--- config.mk ---
export PLATFORM = sky130hd
export DESIGN_NAME = fm_wb_master_arb_flat
export DESIGN_NICKNAME = d
export VERILOG_FILES = /design/src/rtl/fm_wb_master_arb_pkg.sv /design/src/rtl/fm_wb_master_arb_if.sv /design/src/rtl/fm_wb_master_arb_rr.sv /design/src/rtl/fm_wb_master_arb.sv /design/src/flat_wrapper.sv
export SDC_FILE = /design/constraint.sdc
export NUM_CORES = 1
export LEC_CHECK = 0
export ABC_AREA = 0
export CORE_AREA = 5 5 165 167
export DETAILED_ROUTE_END_ITERATION = 6
export DIE_AREA = 0 0 170 172
export PLACE_DENSITY_LB_ADDON = 0.08
export SLEW_MARGIN = 10
export SYNTH_ARGS = -nofsm -noshare
export SYNTH_HDL_FRONTEND = slang
export SYNTH_HIERARCHICAL = 1
export SYNTH_SLANG_ARGS = --single-unit
--- constraint.sdc ---
create_clock -name clk_i -period 3.4 [get_ports clk_i]
set_input_delay 0.68 -clock clk_i [delete_from_list [all_inputs] [get_ports clk_i]]
set_output_delay 0.68 -clock clk_i [all_outputs]
set_load 0.02 [all_outputs]
--- src/rtl/fm_wb_master_arb_pkg.sv ---
// Shared types and helpers for the fm native-to-Wishbone master arbiter.
// Optional watchdog macro: FM_WB_TIMEOUT_EN.
package fm_wb_master_arb_pkg;

    // Uncomment to build the bus-timeout watchdog in by default:
    // `define FM_WB_TIMEOUT_EN

    localparam int BYTE_W = 8;

    typedef enum logic [1:0] {
        IDLE  = 2'd0,
        XFER  = 2'd1,
        ABORT = 2'd2
    } state_e;

    function automatic int fm_clog2(input int n);
        int w;
        w = 1;
        while ((1 << w) < n) w++;
        return w;
    endfunction

endpackage

--- src/rtl/fm_wb_master_arb_if.sv ---
// Bundle of native fm master ports and the Wishbone master bus.
// master = arbiter side, slave = clients plus fabric side.
interface fm_wb_master_arb_if
    import fm_wb_master_arb_pkg::*;
#(
    parameter int NUM_CH = 4,
    parameter int ADDR_W = 30,
    parameter int DATA_W = 32,
    parameter int LEN_W  = 3
);
    logic [NUM_CH-1:0]               i_req_m;
    logic [NUM_CH-1:0]               i_wr_m;
    logic [NUM_CH*ADDR_W-1:0]        i_adrs_m;
    logic [NUM_CH*LEN_W-1:0]         i_len_m;
    logic [NUM_CH*DATA_W/BYTE_W-1:0] i_be_m;
    logic [NUM_CH*DATA_W-1:0]        i_dbw_m;
    logic [NUM_CH-1:0]               o_ack_m;
    logic [NUM_CH-1:0]               o_wack_m;
    logic [NUM_CH-1:0]               o_strr_m;
    logic [DATA_W-1:0]               o_dbr_m;
    logic                            o_busy;
    logic                            o_err;
    logic                            m_wb_cyc_o;
    logic                            m_wb_stb_o;
    logic                            m_wb_we_o;
    logic [ADDR_W-1:0]               m_wb_adr_o;
    logic [DATA_W/BYTE_W-1:0]        m_wb_sel_o;
    logic [DATA_W-1:0]               m_wb_dat_o;
    logic [DATA_W-1:0]               m_wb_dat_i;
    logic                            m_wb_ack_i;

    modport master (
        input  i_req_m, i_wr_m, i_adrs_m, i_len_m, i_be_m, i_dbw_m,
        input  m_wb_dat_i, m_wb_ack_i,
        output o_ack_m, o_wack_m, o_strr_m, o_dbr_m, o_busy, o_err,
        output m_wb_cyc_o, m_wb_stb_o, m_wb_we_o, m_wb_adr_o,
        output m_wb_sel_o, m_wb_dat_o
    );

    modport slave (
        output i_req_m, i_wr_m, i_adrs_m, i_len_m, i_be_m, i_dbw_m,
        output m_wb_dat_i, m_wb_ack_i,
        input  o_ack_m, o_wack_m, o_strr_m, o_dbr_m, o_busy, o_err,
        input  m_wb_cyc_o, m_wb_stb_o, m_wb_we_o, m_wb_adr_o,
        input  m_wb_sel_o, m_wb_dat_o
    );

endinterface

--- src/rtl/fm_wb_master_arb_rr.sv ---
// Combinational round-robin arbiter: first requester at or after ptr_i wins.
// The pointer register is owned by the parent.
module fm_rr_arb
    import fm_wb_master_arb_pkg::*;
#(
    parameter int NUM_CH = 4,
    parameter int IDX_W  = fm_clog2(NUM_CH)
) (
    input  logic [NUM_CH-1:0] req_i,
    input  logic [IDX_W-1:0]  ptr_i,
    input  logic              en_i,
    output logic [NUM_CH-1:0] gnt_oh_o,
    output logic [IDX_W-1:0]  gnt_idx_o,
    output logic              gnt_vld_o
);
    int               c;
    logic [IDX_W-1:0] idx;

    always_comb begin
        gnt_oh_o  = '0;
        gnt_idx_o = '0;
        gnt_vld_o = 1'b0;
        c         = 0;
        idx       = '0;
        for (int i = 0; i < NUM_CH; i++) begin
            c = int'(ptr_i) + i;
            if (c >= NUM_CH) c = c - NUM_CH;
            idx = IDX_W'(c);
            if (en_i && !gnt_vld_o && req_i[idx]) begin
                gnt_vld_o      = 1'b1;
                gnt_oh_o[idx]  = 1'b1;
                gnt_idx_o      = idx;
            end
        end
    end

endmodule

--- src/rtl/fm_wb_master_arb.sv ---
// NUM_CH fm native masters round-robin arbitrated onto one Wishbone burst master.
// Define FM_WB_TIMEOUT_EN to build in the stalled-bus watchdog.
module fm_wb_master_arb
    import fm_wb_master_arb_pkg::*;
#(
    parameter int NUM_CH      = 4,
    parameter int ADDR_W      = 30,
    parameter int DATA_W      = 32,
    parameter int LEN_W       = 3,
    parameter int TIMEOUT_CYC = 255
) (
    input logic                clk_i,
    input logic                rst_ni,
    fm_wb_master_arb_if.master bus
);
    localparam int BE_W  = DATA_W / BYTE_W;
    localparam int IDX_W = fm_clog2(NUM_CH);

    state_e            state_q, state_d;
    logic [IDX_W-1:0]  ptr_q, ptr_d, g_q, g_d;
    logic              wr_q, wr_d, cyc_q, cyc_d;
    logic [ADDR_W-1:0] adr_q, adr_d;
    logic [LEN_W-1:0]  len_q, len_d, cnt_q, cnt_d;
    logic [BE_W-1:0]   be_q, be_d;
    logic [DATA_W-1:0] dbr_q, dbr_d;
    logic [NUM_CH-1:0] strr_q, strr_d;

    logic [NUM_CH-1:0] gnt_oh, g_oh;
    logic [IDX_W-1:0]  gnt_idx;
    logic              gnt_vld, arb_en, wb_ack, last, to_hit;

    assign arb_en = rst_ni && (state_q == IDLE);
    assign g_oh   = NUM_CH'(1) << g_q;
    assign wb_ack = bus.m_wb_ack_i && cyc_q && (state_q == XFER);
    assign last   = (cnt_q == len_q);

    fm_rr_arb #(.NUM_CH(NUM_CH), .IDX_W(IDX_W)) u_arb (
        .req_i    (bus.i_req_m),
        .ptr_i    (ptr_q),
        .en_i     (arb_en),
        .gnt_oh_o (gnt_oh),
        .gnt_idx_o(gnt_idx),
        .gnt_vld_o(gnt_vld)
    );

`ifdef FM_WB_TIMEOUT_EN
    localparam int TO_W = fm_clog2(TIMEOUT_CYC + 1);
    logic [TO_W-1:0] to_q, to_d;
    logic            err_q, err_d;

    // Counts consecutive ack-less XFER cycles; any ack or a new burst clears it.
    assign to_hit = (state_q == XFER) && !wb_ack &&
                    (to_q == TO_W'(TIMEOUT_CYC - 1));
    assign err_d  = to_hit;

    always_comb begin
        to_d = to_q;
        if (state_q == IDLE || wb_ack) to_d = '0;
        else if (state_q == XFER)      to_d = to_q + 1'b1;
    end

    always_ff @(posedge clk_i) begin
        if (!rst_ni) begin
            to_q  <= '0;
            err_q <= 1'b0;
        end else begin
            to_q  <= to_d;
            err_q <= err_d;
        end
    end

    assign bus.o_err = err_q;
`else
    assign to_hit    = 1'b0;
    assign bus.o_err = 1'b0;
`endif

    always_comb begin
        state_d = state_q;
        ptr_d   = ptr_q;
        g_d     = g_q;
        wr_d    = wr_q;
        adr_d   = adr_q;
        len_d   = len_q;
        cnt_d   = cnt_q;
        be_d    = be_q;
        cyc_d   = cyc_q;
        dbr_d   = dbr_q;
        strr_d  = '0;
        unique case (state_q)
            IDLE: begin
                if (gnt_vld) begin
                    g_d     = gnt_idx;
                    wr_d    = bus.i_wr_m[gnt_idx];
                    adr_d   = bus.i_adrs_m[gnt_idx*ADDR_W +: ADDR_W];
                    len_d   = bus.i_len_m[gnt_idx*LEN_W +: LEN_W];
                    be_d    = bus.i_be_m[gnt_idx*BE_W +: BE_W];
                    cnt_d   = '0;
                    cyc_d   = 1'b1;
                    state_d = XFER;
                    ptr_d   = (int'(gnt_idx) == NUM_CH - 1) ? '0 : gnt_idx + 1'b1;
                end
            end
            XFER: begin
                if (wb_ack) begin
                    adr_d = adr_q + 1'b1;
                    cnt_d = cnt_q + 1'b1;
                    if (!wr_q) begin
                        dbr_d  = bus.m_wb_dat_i;
                        strr_d = g_oh;
                    end
                    if (last) begin
                        cyc_d   = 1'b0;
                        state_d = IDLE;
                    end
                end else if (to_hit) begin
                    cyc_d   = 1'b0;
                    state_d = wr_q ? IDLE : ABORT;
                end
            end
            ABORT: begin
                // Flush the unread beats with zero data so the client unblocks.
                strr_d = g_oh;
                dbr_d  = '0;
                cnt_d  = cnt_q + 1'b1;
                if (last) state_d = IDLE;
            end
            default: state_d = IDLE;
        endcase
    end

    always_ff @(posedge clk_i) begin
        if (!rst_ni) begin
            state_q <= IDLE;
            ptr_q   <= '0;
            g_q     <= '0;
            wr_q    <= 1'b0;
            adr_q   <= '0;
            len_q   <= '0;
            cnt_q   <= '0;
            be_q    <= '0;
            cyc_q   <= 1'b0;
            dbr_q   <= '0;
            strr_q  <= '0;
        end else begin
            state_q <= state_d;
            ptr_q   <= ptr_d;
            g_q     <= g_d;
            wr_q    <= wr_d;
            adr_q   <= adr_d;
            len_q   <= len_d;
            cnt_q   <= cnt_d;
            be_q    <= be_d;
            cyc_q   <= cyc_d;
            dbr_q   <= dbr_d;
            strr_q  <= strr_d;
        end
    end

    assign bus.o_ack_m    = gnt_oh;
    assign bus.o_wack_m   = (wb_ack && wr_q) ? g_oh : '0;
    assign bus.o_strr_m   = strr_q;
    assign bus.o_dbr_m    = dbr_q;
    assign bus.o_busy     = (state_q != IDLE);
    assign bus.m_wb_cyc_o = cyc_q;
    assign bus.m_wb_stb_o = cyc_q;
    assign bus.m_wb_we_o  = cyc_q && wr_q;
    assign bus.m_wb_adr_o = adr_q;
    assign bus.m_wb_sel_o = cyc_q ? be_q : '0;
    assign bus.m_wb_dat_o = (cyc_q && wr_q) ? bus.i_dbw_m[g_q*DATA_W +: DATA_W] : '0;

endmodule

--- src/flat_wrapper.sv ---
// flat-port wrapper written by rule: the top's interface ports become plain ports
module fm_wb_master_arb_flat import fm_wb_master_arb_pkg::*;
#(
    parameter int NUM_CH      = 4,
    parameter int ADDR_W      = 30,
    parameter int DATA_W      = 32,
    parameter int LEN_W       = 3,
    parameter int TIMEOUT_CYC = 255
)
  (clk_i, rst_ni, bus_i_req_m, bus_i_wr_m, bus_i_adrs_m, bus_i_len_m, bus_i_be_m, bus_i_dbw_m, bus_m_wb_dat_i, bus_m_wb_ack_i, bus_o_ack_m, bus_o_wack_m, bus_o_strr_m, bus_o_dbr_m, bus_o_busy, bus_o_err, bus_m_wb_cyc_o, bus_m_wb_stb_o, bus_m_wb_we_o, bus_m_wb_adr_o, bus_m_wb_sel_o, bus_m_wb_dat_o);
  fm_wb_master_arb_if #(.NUM_CH(NUM_CH), .ADDR_W(ADDR_W), .DATA_W(DATA_W), .LEN_W(LEN_W)) bus_i ();
  input logic clk_i;
  input logic rst_ni;
  input wire logic [$bits(bus_i.i_req_m)-1:0] bus_i_req_m;
  input wire logic [$bits(bus_i.i_wr_m)-1:0] bus_i_wr_m;
  input wire logic [$bits(bus_i.i_adrs_m)-1:0] bus_i_adrs_m;
  input wire logic [$bits(bus_i.i_len_m)-1:0] bus_i_len_m;
  input wire logic [$bits(bus_i.i_be_m)-1:0] bus_i_be_m;
  input wire logic [$bits(bus_i.i_dbw_m)-1:0] bus_i_dbw_m;
  input wire logic [$bits(bus_i.m_wb_dat_i)-1:0] bus_m_wb_dat_i;
  input wire logic [$bits(bus_i.m_wb_ack_i)-1:0] bus_m_wb_ack_i;
  output wire logic [$bits(bus_i.o_ack_m)-1:0] bus_o_ack_m;
  output wire logic [$bits(bus_i.o_wack_m)-1:0] bus_o_wack_m;
  output wire logic [$bits(bus_i.o_strr_m)-1:0] bus_o_strr_m;
  output wire logic [$bits(bus_i.o_dbr_m)-1:0] bus_o_dbr_m;
  output wire logic [$bits(bus_i.o_busy)-1:0] bus_o_busy;
  output wire logic [$bits(bus_i.o_err)-1:0] bus_o_err;
  output wire logic [$bits(bus_i.m_wb_cyc_o)-1:0] bus_m_wb_cyc_o;
  output wire logic [$bits(bus_i.m_wb_stb_o)-1:0] bus_m_wb_stb_o;
  output wire logic [$bits(bus_i.m_wb_we_o)-1:0] bus_m_wb_we_o;
  output wire logic [$bits(bus_i.m_wb_adr_o)-1:0] bus_m_wb_adr_o;
  output wire logic [$bits(bus_i.m_wb_sel_o)-1:0] bus_m_wb_sel_o;
  output wire logic [$bits(bus_i.m_wb_dat_o)-1:0] bus_m_wb_dat_o;
  assign bus_i.i_req_m = bus_i_req_m;
  assign bus_i.i_wr_m = bus_i_wr_m;
  assign bus_i.i_adrs_m = bus_i_adrs_m;
  assign bus_i.i_len_m = bus_i_len_m;
  assign bus_i.i_be_m = bus_i_be_m;
  assign bus_i.i_dbw_m = bus_i_dbw_m;
  assign bus_i.m_wb_dat_i = bus_m_wb_dat_i;
  assign bus_i.m_wb_ack_i = bus_m_wb_ack_i;
  assign bus_o_ack_m = bus_i.o_ack_m;
  assign bus_o_wack_m = bus_i.o_wack_m;
  assign bus_o_strr_m = bus_i.o_strr_m;
  assign bus_o_dbr_m = bus_i.o_dbr_m;
  assign bus_o_busy = bus_i.o_busy;
  assign bus_o_err = bus_i.o_err;
  assign bus_m_wb_cyc_o = bus_i.m_wb_cyc_o;
  assign bus_m_wb_stb_o = bus_i.m_wb_stb_o;
  assign bus_m_wb_we_o = bus_i.m_wb_we_o;
  assign bus_m_wb_adr_o = bus_i.m_wb_adr_o;
  assign bus_m_wb_sel_o = bus_i.m_wb_sel_o;
  assign bus_m_wb_dat_o = bus_i.m_wb_dat_o;
  fm_wb_master_arb #(.NUM_CH(NUM_CH), .ADDR_W(ADDR_W), .DATA_W(DATA_W), .LEN_W(LEN_W), .TIMEOUT_CYC(TIMEOUT_CYC)) u_core (.clk_i(clk_i), .rst_ni(rst_ni), .bus(bus_i));
endmodule
### Word-level counts from Yosys, hierarchy flattened

Index checks and enable logic that the tools add are counted.

| storage, ports and cells | value |
|---|---|
| output and inout bits | 115 |
| register bits after elaboration | 84 |

| cells by class | value |
|---|---|
| order comparisons | 13 |
| muxes and demuxes | 58 |
| reductions and logical operators | 30 |
| $mul | 2 |
| shift operators | 5 |
| add/subtract/negate cells | 10 |
| bitwise operators | 3 |
| equal/unequal tests | 8 |

Operators by type and width:

| operator | count |
|---|---|
| $shiftx 128x8->32 | 1 |
| $shiftx 120x8->30 | 1 |
| $mux 32 | 3 |
| $pmux 32 s2 | 1 |
| $mux 30 | 2 |
| $pmux 30 s2 | 1 |
| $mux 4 | 8 |
| $add 30x1->30 const B | 1 |
| $mux 2 | 12 |
| $logic_and 1x1->1 | 16 |
| $mux 1 | 16 |
| $shiftx 16x5->4 | 1 |
| $lt 2x3->1 const B | 5 |
| $or 4x4->4 | 3 |
| $shiftx 12x5->3 | 1 |
| $bmux 1 s2 | 5 |
| $ge 3x3->1 const B | 3 |
| $pmux 3 s3 | 1 |
| $reduce_and 3->1 | 3 |
| $demux 1 s2 | 4 |
| $ge 2x1->1 const B | 4 |
| $pmux 4 s2 | 1 |
| $sub 2x1->2 const B | 4 |
| $add 2x2->3 const B | 2 |
| 21 further kinds | 30 |

### Logic depth before layout (Yosys ltp)

| depth | value |
|---|---|
| word-level depth | 22 |
| depth in mapped cells | 16 |
| gate-level depth less buffers | 11 |

### Hierarchy

Netlist, hierarchy kept.

Modules (own cells, without submodules):

| module | cells each | area an instance (sq um) | times used |
|---|---|---|---|
| fm_wb_master_arb | 608 | 5725.5 | 1 |
| fm_rr_arb | 66 | 549.3 | 1 |

### Worst setup path after synthesis

OpenSTA, ideal clock, no wires.

| timing | value |
|---|---|
| path type | input to register |
| start | input rst_ni |
| end | register u_core.adr_q[23] (netlist: u_core/bus.m_wb_adr_o[23]) |
| data arrival time | 3335 ps |
| setup slack | -69 ps |
| path buffers | 5 |
| library setup time | 134 ps |
| stages on the path | 14 |
| cell sequence | clkbuf_8 -> inv_2 -> clkbuf_1 -> nor2_1 -> buf_1 -> nand2_1 -> nor4b_1 -> o22ai_1 -> o2bb2ai_1 -> clkbuf_1 -> clkbuf_1 -> mux4_2 -> a22oi_1 -> o22ai_1 |

| on the way | value |
|---|---|
| cells in the longest elaborated chain, start to end | 19 |
| elaborated cells between the ends (all ways) | 25 |
| those cells by class | 1 x mul; 1 x eq/ne; 1 x shift; 10 x mux; 12 x reduce/logical |

RTL lines:

| what | line | text |
|---|---|---|
| start, declared | flat_wrapper.sv:13 | `input logic rst_ni;` |
| $logic_and 1x1->1 (*) | fm_wb_master_arb.sv:32 | `assign arb_en = rst_ni && (state_q == IDLE);` |
| named net u_core.arb_en | fm_wb_master_arb.sv:30 | `logic gnt_vld, arb_en, wb_ack, last, to_hit;` |
| $logic_and 1x1->1 | fm_wb_master_arb_rr.sv:29 | `if (en_i && !gnt_vld_o && req_i[idx]) begin` |
| $mux 1 | fm_wb_master_arb_rr.sv:29 |  |
| $logic_not 1->1 | fm_wb_master_arb_rr.sv:29 |  |
| $logic_and 1x1->1 (2 in a row) | fm_wb_master_arb_rr.sv:29 |  |
| $mux 1 | fm_wb_master_arb_rr.sv:29 |  |
| $logic_not 1->1 | fm_wb_master_arb_rr.sv:29 |  |
| (+3 left out) | n/a |  |
| $logic_not 1->1 | fm_wb_master_arb_rr.sv:29 |  |
| $logic_and 1x1->1 (2 in a row) | fm_wb_master_arb_rr.sv:29 |  |
| $mux 2 (*) | fm_wb_master_arb_rr.sv:29 |  |
| named net u_core.gnt_idx[1] | fm_wb_master_arb.sv:29 | `logic [IDX_W-1:0] gnt_idx;` |
| $mul 2x4->6 (*) | fm_wb_master_arb.sv:95 | `adr_d = bus.i_adrs_m[gnt_idx*ADDR_W +: ADDR_W];` |
| $shiftx 120x8->30 (*) | fm_wb_master_arb.sv:95 |  |
| $mux 30 (*) | fm_wb_master_arb.sv:92 | `if (gnt_vld) begin` |
| $pmux 30 s2 (*) | fm_wb_master_arb.sv:90 | `unique case (state_q)` |
| end signal, assigned | fm_wb_master_arb.sv:150 | `adr_q <= adr_d;` |
| end, declared | fm_wb_master_arb.sv:22 | `logic [ADDR_W-1:0] adr_q, adr_d;` |

The timed path passes the listed nets; every way through them passes the cells marked *. The select of a mux whose other input is x is not followed.
A chain may end at the register's enable or synchronous reset.

### Final worst setup path

| timing | value |
|---|---|
| start | input bus_i_req_m[2] |
| end | output bus_o_ack_m[0] |

| on the way | value |
|---|---|
| cells in the longest elaborated chain, start to end | 16 |
| elaborated cells between the ends (all ways) | 28 |
| those cells by class | 15 x mux; 3 x bitwise; 10 x reduce/logical |

RTL lines:

| what | line | text |
|---|---|---|
| start, declared | flat_wrapper.sv:14 | `input wire logic [$bits(bus_i.i_req_m)-1:0] bus_i_req_m;` |
| $bmux 1 s2 | fm_wb_master_arb_rr.sv:29 |  |
| $mux 1 (implied by the code) | fm_wb_master_arb_rr.sv:29 |  |
| $logic_and 1x1->1 | fm_wb_master_arb_rr.sv:29 |  |
| $mux 1 | fm_wb_master_arb_rr.sv:29 |  |
| $logic_not 1->1 | fm_wb_master_arb_rr.sv:29 |  |
| $logic_and 1x1->1 (2 in a row) | fm_wb_master_arb_rr.sv:29 |  |
| $mux 1 | fm_wb_master_arb_rr.sv:29 |  |
| $logic_not 1->1 | fm_wb_master_arb_rr.sv:29 |  |
| $logic_and 1x1->1 (2 in a row) | fm_wb_master_arb_rr.sv:29 |  |
| $mux 1 | fm_wb_master_arb_rr.sv:29 |  |
| $logic_not 1->1 | fm_wb_master_arb_rr.sv:29 |  |
| $logic_and 1x1->1 (2 in a row) | fm_wb_master_arb_rr.sv:29 |  |
| $mux 4 (*) | fm_wb_master_arb_rr.sv:29 |  |
| end, declared | flat_wrapper.sv:22 | `output wire logic [$bits(bus_i.o_ack_m)-1:0] bus_o_ack_m;` |

Mark *: on every way between the ends. The rest lies on a longest branch, timed or not. The select of a mux whose other input is x is not followed.

==> impl_results.html <==
<table>
<tr><th>Metric</th><th>Value</th></tr>
<tr><th colspan="2">Critical path</th></tr>
<tr><td>Crit path cell chain</td><td>clkdlybuf4s50_1 -&gt; mux4_1 -&gt; or2_4 -&gt; o21ai_2 -&gt; o2bb2ai_1 -&gt; dlygate4sd2_1</td></tr>
<tr><td>Reg2Reg Depth</td><td>10</td></tr>
<tr><td>Largest stage delay on the critical path</td><td>roughly 0.61 ns</td></tr>
<tr><td>Startpoint of the worst-slack reg-to-reg timing path</td><td>u_core/ptr_q[0]</td></tr>
<tr><td>Worst EP arrival</td><td>around 2.6 ns</td></tr>
<tr><td>Reg-to-reg slack, setup</td><td>0.36 ns</td></tr>
<tr><td>Sort of element at the start of the critical path</td><td>primary input</td></tr>
<tr><td>Data required time of the critical path</td><td>2.72 ns</td></tr>
<tr><td>Reg-to-reg endpoint</td><td>u_core/bus.m_wb_adr_o[19]</td></tr>
<tr><td>Critical path class</td><td>in2out</td></tr>
<tr><td>Top fanout value on the critical path</td><td>9</td></tr>
<tr><td>Critical path endpoint category</td><td>output pin</td></tr>
<tr><td>Slowest stage cell, crit path</td><td>mux4_1</td></tr>
<tr><th colspan="2">Logic synthesis</th></tr>
<tr><td>Number of flops mapped to enable cells by yosys</td><td>0</td></tr>
<tr><td>Synth area leader</td><td>dfxtp_1</td></tr>
<tr><td>Count of warnings emitted by yosys</td><td>6</td></tr>
<tr><td>Synthesized instance count</td><td>about 670</td></tr>
<tr><td>Cells taking the most area after synthesis</td><td>dfxtp_1 26%, mux4_2 24%, nand2_1 7.1%</td></tr>
<tr><td>Synth Net Count</td><td>between 1000 and 1500</td></tr>
<tr><td>Count of cell types in the netlist</td><td>69</td></tr>
<tr><td>Area share of the largest cell type after synthesis</td><td>0.262</td></tr>
<tr><td>Syn_area_per_cell</td><td>9.31 um^2</td></tr>
<tr><td>Post-synthesis sequential area ratio</td><td>0.262</td></tr>
<tr><td>Mapped cell area</td><td>between 6000 and 7000 um^2</td></tr>
<tr><td>Proportion of synthesized flip-flops having asynchronous set or reset</td><td>0</td></tr>
<tr><td>Main flop type after synthesis</td><td>dfxtp_1</td></tr>
<tr><td>Seq cells post-synth</td><td>82</td></tr>
<tr><th colspan="2">Timing</th></tr>
<tr><td>Worst-margin pin slew</td><td>approximately 0.74 ns</td></tr>
<tr><td>Max Clk Rate</td><td>0.301 GHz</td></tr>
<tr><td>Worst slack on hold paths</td><td>0.452 ns</td></tr>
<tr><td>Worst rel slew slack</td><td>0.509</td></tr>
<tr><td>Period Utilization, post-route</td><td>0.978</td></tr>
<tr><td>Final hold violations</td><td>0</td></tr>
<tr><td>Final setup violation count</td><td>0</td></tr>
<tr><td>Clock skew</td><td>between 0.006 and 0.007 ns</td></tr>
<tr><td>Slew Viols, Final</td><td>0</td></tr>
<tr><td>Fin crit period</td><td>between 3 and 4 ns</td></tr>
<tr><td>Final Worst Setup Slack</td><td>around 0.076 ns</td></tr>
<tr><th colspan="2">Floorplanning</th></tr>
<tr><td>Starting Density</td><td>0.245</td></tr>
<tr><td>Row Count</td><td>slightly below 60</td></tr>
<tr><td>Die width</td><td>approximately 170 um</td></tr>
<tr><td>I/O pin count</td><td>about 430</td></tr>
<tr><td>Die area</td><td>around 29000 um^2</td></tr>
<tr><td>Die Span Y</td><td>172 um</td></tr>
<tr><td>Std-Cell Core Area</td><td>around 26000 um^2</td></tr>
<tr><th colspan="2">Routing</th></tr>
<tr><td>Antenna-violating nets left</td><td>0</td></tr>
<tr><td>Length of the first detailed-routing pass in iterations</td><td>6</td></tr>
<tr><td>Wire length per cell after detailed routing</td><td>21.1 um</td></tr>
<tr><td># DRC</td><td>0</td></tr>
<tr><td>Vias per cell</td><td>a little under 5</td></tr>
<tr><td>Total via count after detailed routing</td><td>7105</td></tr>
<tr><td>Routed wire length</td><td>around 31000 um</td></tr>
<tr><td>Number of DRC markers after the initial detailed-route iteration</td><td>approximately 380</td></tr>
<tr><th colspan="2">Finish</th></tr>
<tr><td>Area growth syn-to-layout</td><td>85.2%</td></tr>
<tr><td>Footprint of the multi-input gates</td><td>4350 um^2</td></tr>
<tr><td>Layout net count</td><td>~1500</td></tr>
<tr><td>Core Util, Final</td><td>0.454</td></tr>
<tr><td>Fillers</td><td>2469</td></tr>
<tr><td>Layout cells sized above 1</td><td>0.153</td></tr>
<tr><td>Area taken by flip-flops and latches</td><td>about 1600 um^2</td></tr>
<tr><th colspan="2">Job</th></tr>
<tr><td>Number of max-cap violations</td><td>0</td></tr>
<tr><th colspan="2">CTS</th></tr>
<tr><td>Setup fix buffers added after clock tree synthesis</td><td>0</td></tr>
<tr><td>Number of buffers inserted during clock tree synthesis</td><td>9</td></tr>
<tr><td>Clk pin slew, worst setup/hold paths</td><td>approximately 0.060 ns</td></tr>
<tr><td>H-tree Lvls</td><td>3</td></tr>
<tr><td>TritonCTS clock tree</td><td>done</td></tr>
<tr><td>CTS Hold Buffers Added</td><td>0</td></tr>
<tr><td>Maximum clock insertion buffer count</td><td>2</td></tr>
<tr><td># clock sinks</td><td>82</td></tr>
<tr><td>Clock latency reported for the late side of the worst-skew pair</td><td>0.34 ns</td></tr>
<tr><td>Buffer cell driving the clock tree root</td><td>clkbuf_16</td></tr>
<tr><th colspan="2">Place</th></tr>
<tr><td>Count of buffers from port buffering</td><td>approximately 430</td></tr>
<tr><td>RePlAce Congestion</td><td>0.872</td></tr>
<tr><td>Post-place setup slack</td><td>-0.287 ns</td></tr>
<tr><td>Final HPWL from detailed placement</td><td>between 20000 and 30000 um</td></tr>
<tr><th colspan="2">GRT</th></tr>
<tr><td>All-layer global routing usage</td><td>0.198</td></tr>
<tr><td>Pin count of the biggest net entering global routing</td><td>between 60 and 70</td></tr>
<tr><td>Initial antenna violation count</td><td>1</td></tr>
<tr><td>Number of global-route vias before repair</td><td>between 7000 and 8000</td></tr>
<tr><td>Global-route wire length before repair</td><td>44600 um</td></tr>
<tr><td>Remaining global-route overflow</td><td>0</td></tr>
<tr><th colspan="2">Run status</th></tr>
<tr><td>Outcome</td><td>finished clean</td></tr>
<tr><th colspan="2">Power</th></tr>
<tr><td>Leakage Power</td><td>around 4.0 nW</td></tr>
<tr><td>Max IR drop VDD</td><td>between 0.0002 and 0.00025 V</td></tr>
<tr><td>Power per cell area</td><td>between 300 and 400 nW/um^2</td></tr>
<tr><th colspan="2">Min path</th></tr>
<tr><td>Hold Path Class</td><td>reg2reg</td></tr>
<tr><td>Hold_sp</td><td>u_core/bus.o_dbr_m[27]</td></tr>
<tr><td>Worst hold path depth</td><td>2</td></tr>
<tr><td>Capture endpoint of the worst hold path</td><td>u_core/bus.o_dbr_m[27]</td></tr>
</table>
==> layout make-up <==
class / count / share of cell area
Antenna cell: 1 / 0.000215
Clock buffer: 9 / 0.0194
Clock inverter: 7 / 0.00657
Inverter: 11 / 0.00355
Multi-Input combinational cell: 524 / 0.374
Sequential cell: 82 / 0.142
Tap cell: 335 / 0.0361
Timing Repair Buffer: 492 / 0.418
==> repair_timing <==
action                                  4_1_cts  5_1_grt
cloned                                        0        1
endpoints found under the setup margin        4        8
resized for setup                             4        5
==> routing by layer <==
metal / vias to the layer above / global-route usage / wire length [um]
met3: 29 / 0.0503 / 2330
met4: 0 / 0.0441 / 615
met2: 266 / 0.357 / 15600
met5: - / 0 / 0
li1: 3412 / - / -
met1: 3398 / 0.240 / 12300
==> cells in the final DEF (no fill, tap or decap), types with 11 or more instances in the layout <==
master / synthesis / layout
clkdlybuf4s50_1: 0 / 424
mux2i_1: 22 / 22
a21oi_1: 59 / 59
nor3_1: 19 / 19
mux4_2: 68 / 68
o21ai_0: 17 / 17
and2_1: 36 / 36
dfxtp_1: 82 / 80
ha_1: 11 / 11
buf_4: 3 / 55
nand2_1: 119 / 119
nand3_1: 17 / 17
nor2_1: 26 / 25
==> critical path, delay by kind of cell <==
kind	cells	cell delay [ns]
simple gates	1	0.26
buf+inv	2	0.89
mux	1	0.61
compound gates	2	0.21
==> kinds of logic after synthesis <==
logic type | count (synthesis) | synth area share
buffers and inverters | 69 | 0.0568
muxes | 96 | 0.297
adders and majority gates | 11 | 0.0219
AOI/OAI and AO/OA | 135 | 0.136
other | 1 | 0.000598
xor gates and xnor gates | 11 | 0.0154
and+or+nand+nor | 269 | 0.211
DFF | 82 | 0.262
==> power by group <==
part           leakage [nW]  total (mW)  switching [mW]  internal (mW)
Clock                 0.143        1.01           0.436          0.576
Combinational          3.20        1.75           0.748           1.01
Sequential            0.671        1.18           0.120           1.06
Total                  4.01        3.94            1.30           2.64
==> synthesized netlist by cell type (all sizes together), types with 8 or more instances <==
library cell  instances
ha                   11
inv                  11
nand2               119
mux2i                22
clkbuf               35
a21oi                59
nor2b                 9
dfxtp                82
o21ai                18
and2                 38
mux4                 71
buf                  22
o22ai                 8
nor3                 19
nand3                18
nor2                 27
nand4                 8
==> stage by stage <==
stage               instances  setup TNS, ns  cell area (um^2)  power (mW)
floorplan                 674              0              6280        2.04
global placement         1443          -2.75             11300        2.95
detailed placement       1443          -3.12             11300        2.96
CTS                      1459              0             11600        3.99
global route             1461      -0.000263             11600        4.17
finish                   1461              0             11600        3.94
==> registers in the layout, indices dropped and copies added, names as in the netlist <==
register	count
u_core/bus.o_dbr_m	32
u_core/ptr_q	2
u_core/bus.m_wb_cyc_o	1
u_core/bus.o_strr_m	4
u_core/cnt_q	3
u_core/wr_q	1
u_core/be_q	4
u_core/len_q	3
u_core/g_q	2
u_core/bus.m_wb_adr_o	30
==> worst max-delay path by stage <==
stage,startpoint,to,slack (ns),cells past startpoint
2_1_floorplan,u_core/ptr_q[1],u_core/bus.m_wb_adr_o[22],0.04,13
3_3_place_gp,rst_ni,bus_o_ack_m[0],-0.22,10
3_5_place_dp,bus_i_req_m[2],u_core/bus.m_wb_adr_o[7],-0.29,13
4_1_cts,rst_ni,bus_o_ack_m[0],0.01,10
5_1_grt,bus_i_req_m[2],bus_o_ack_m[0],-0.0003,6
6_report,bus_i_req_m[2],bus_o_ack_m[0],0.08,6
Note: power is estimated with default switching activity, not from simulation.
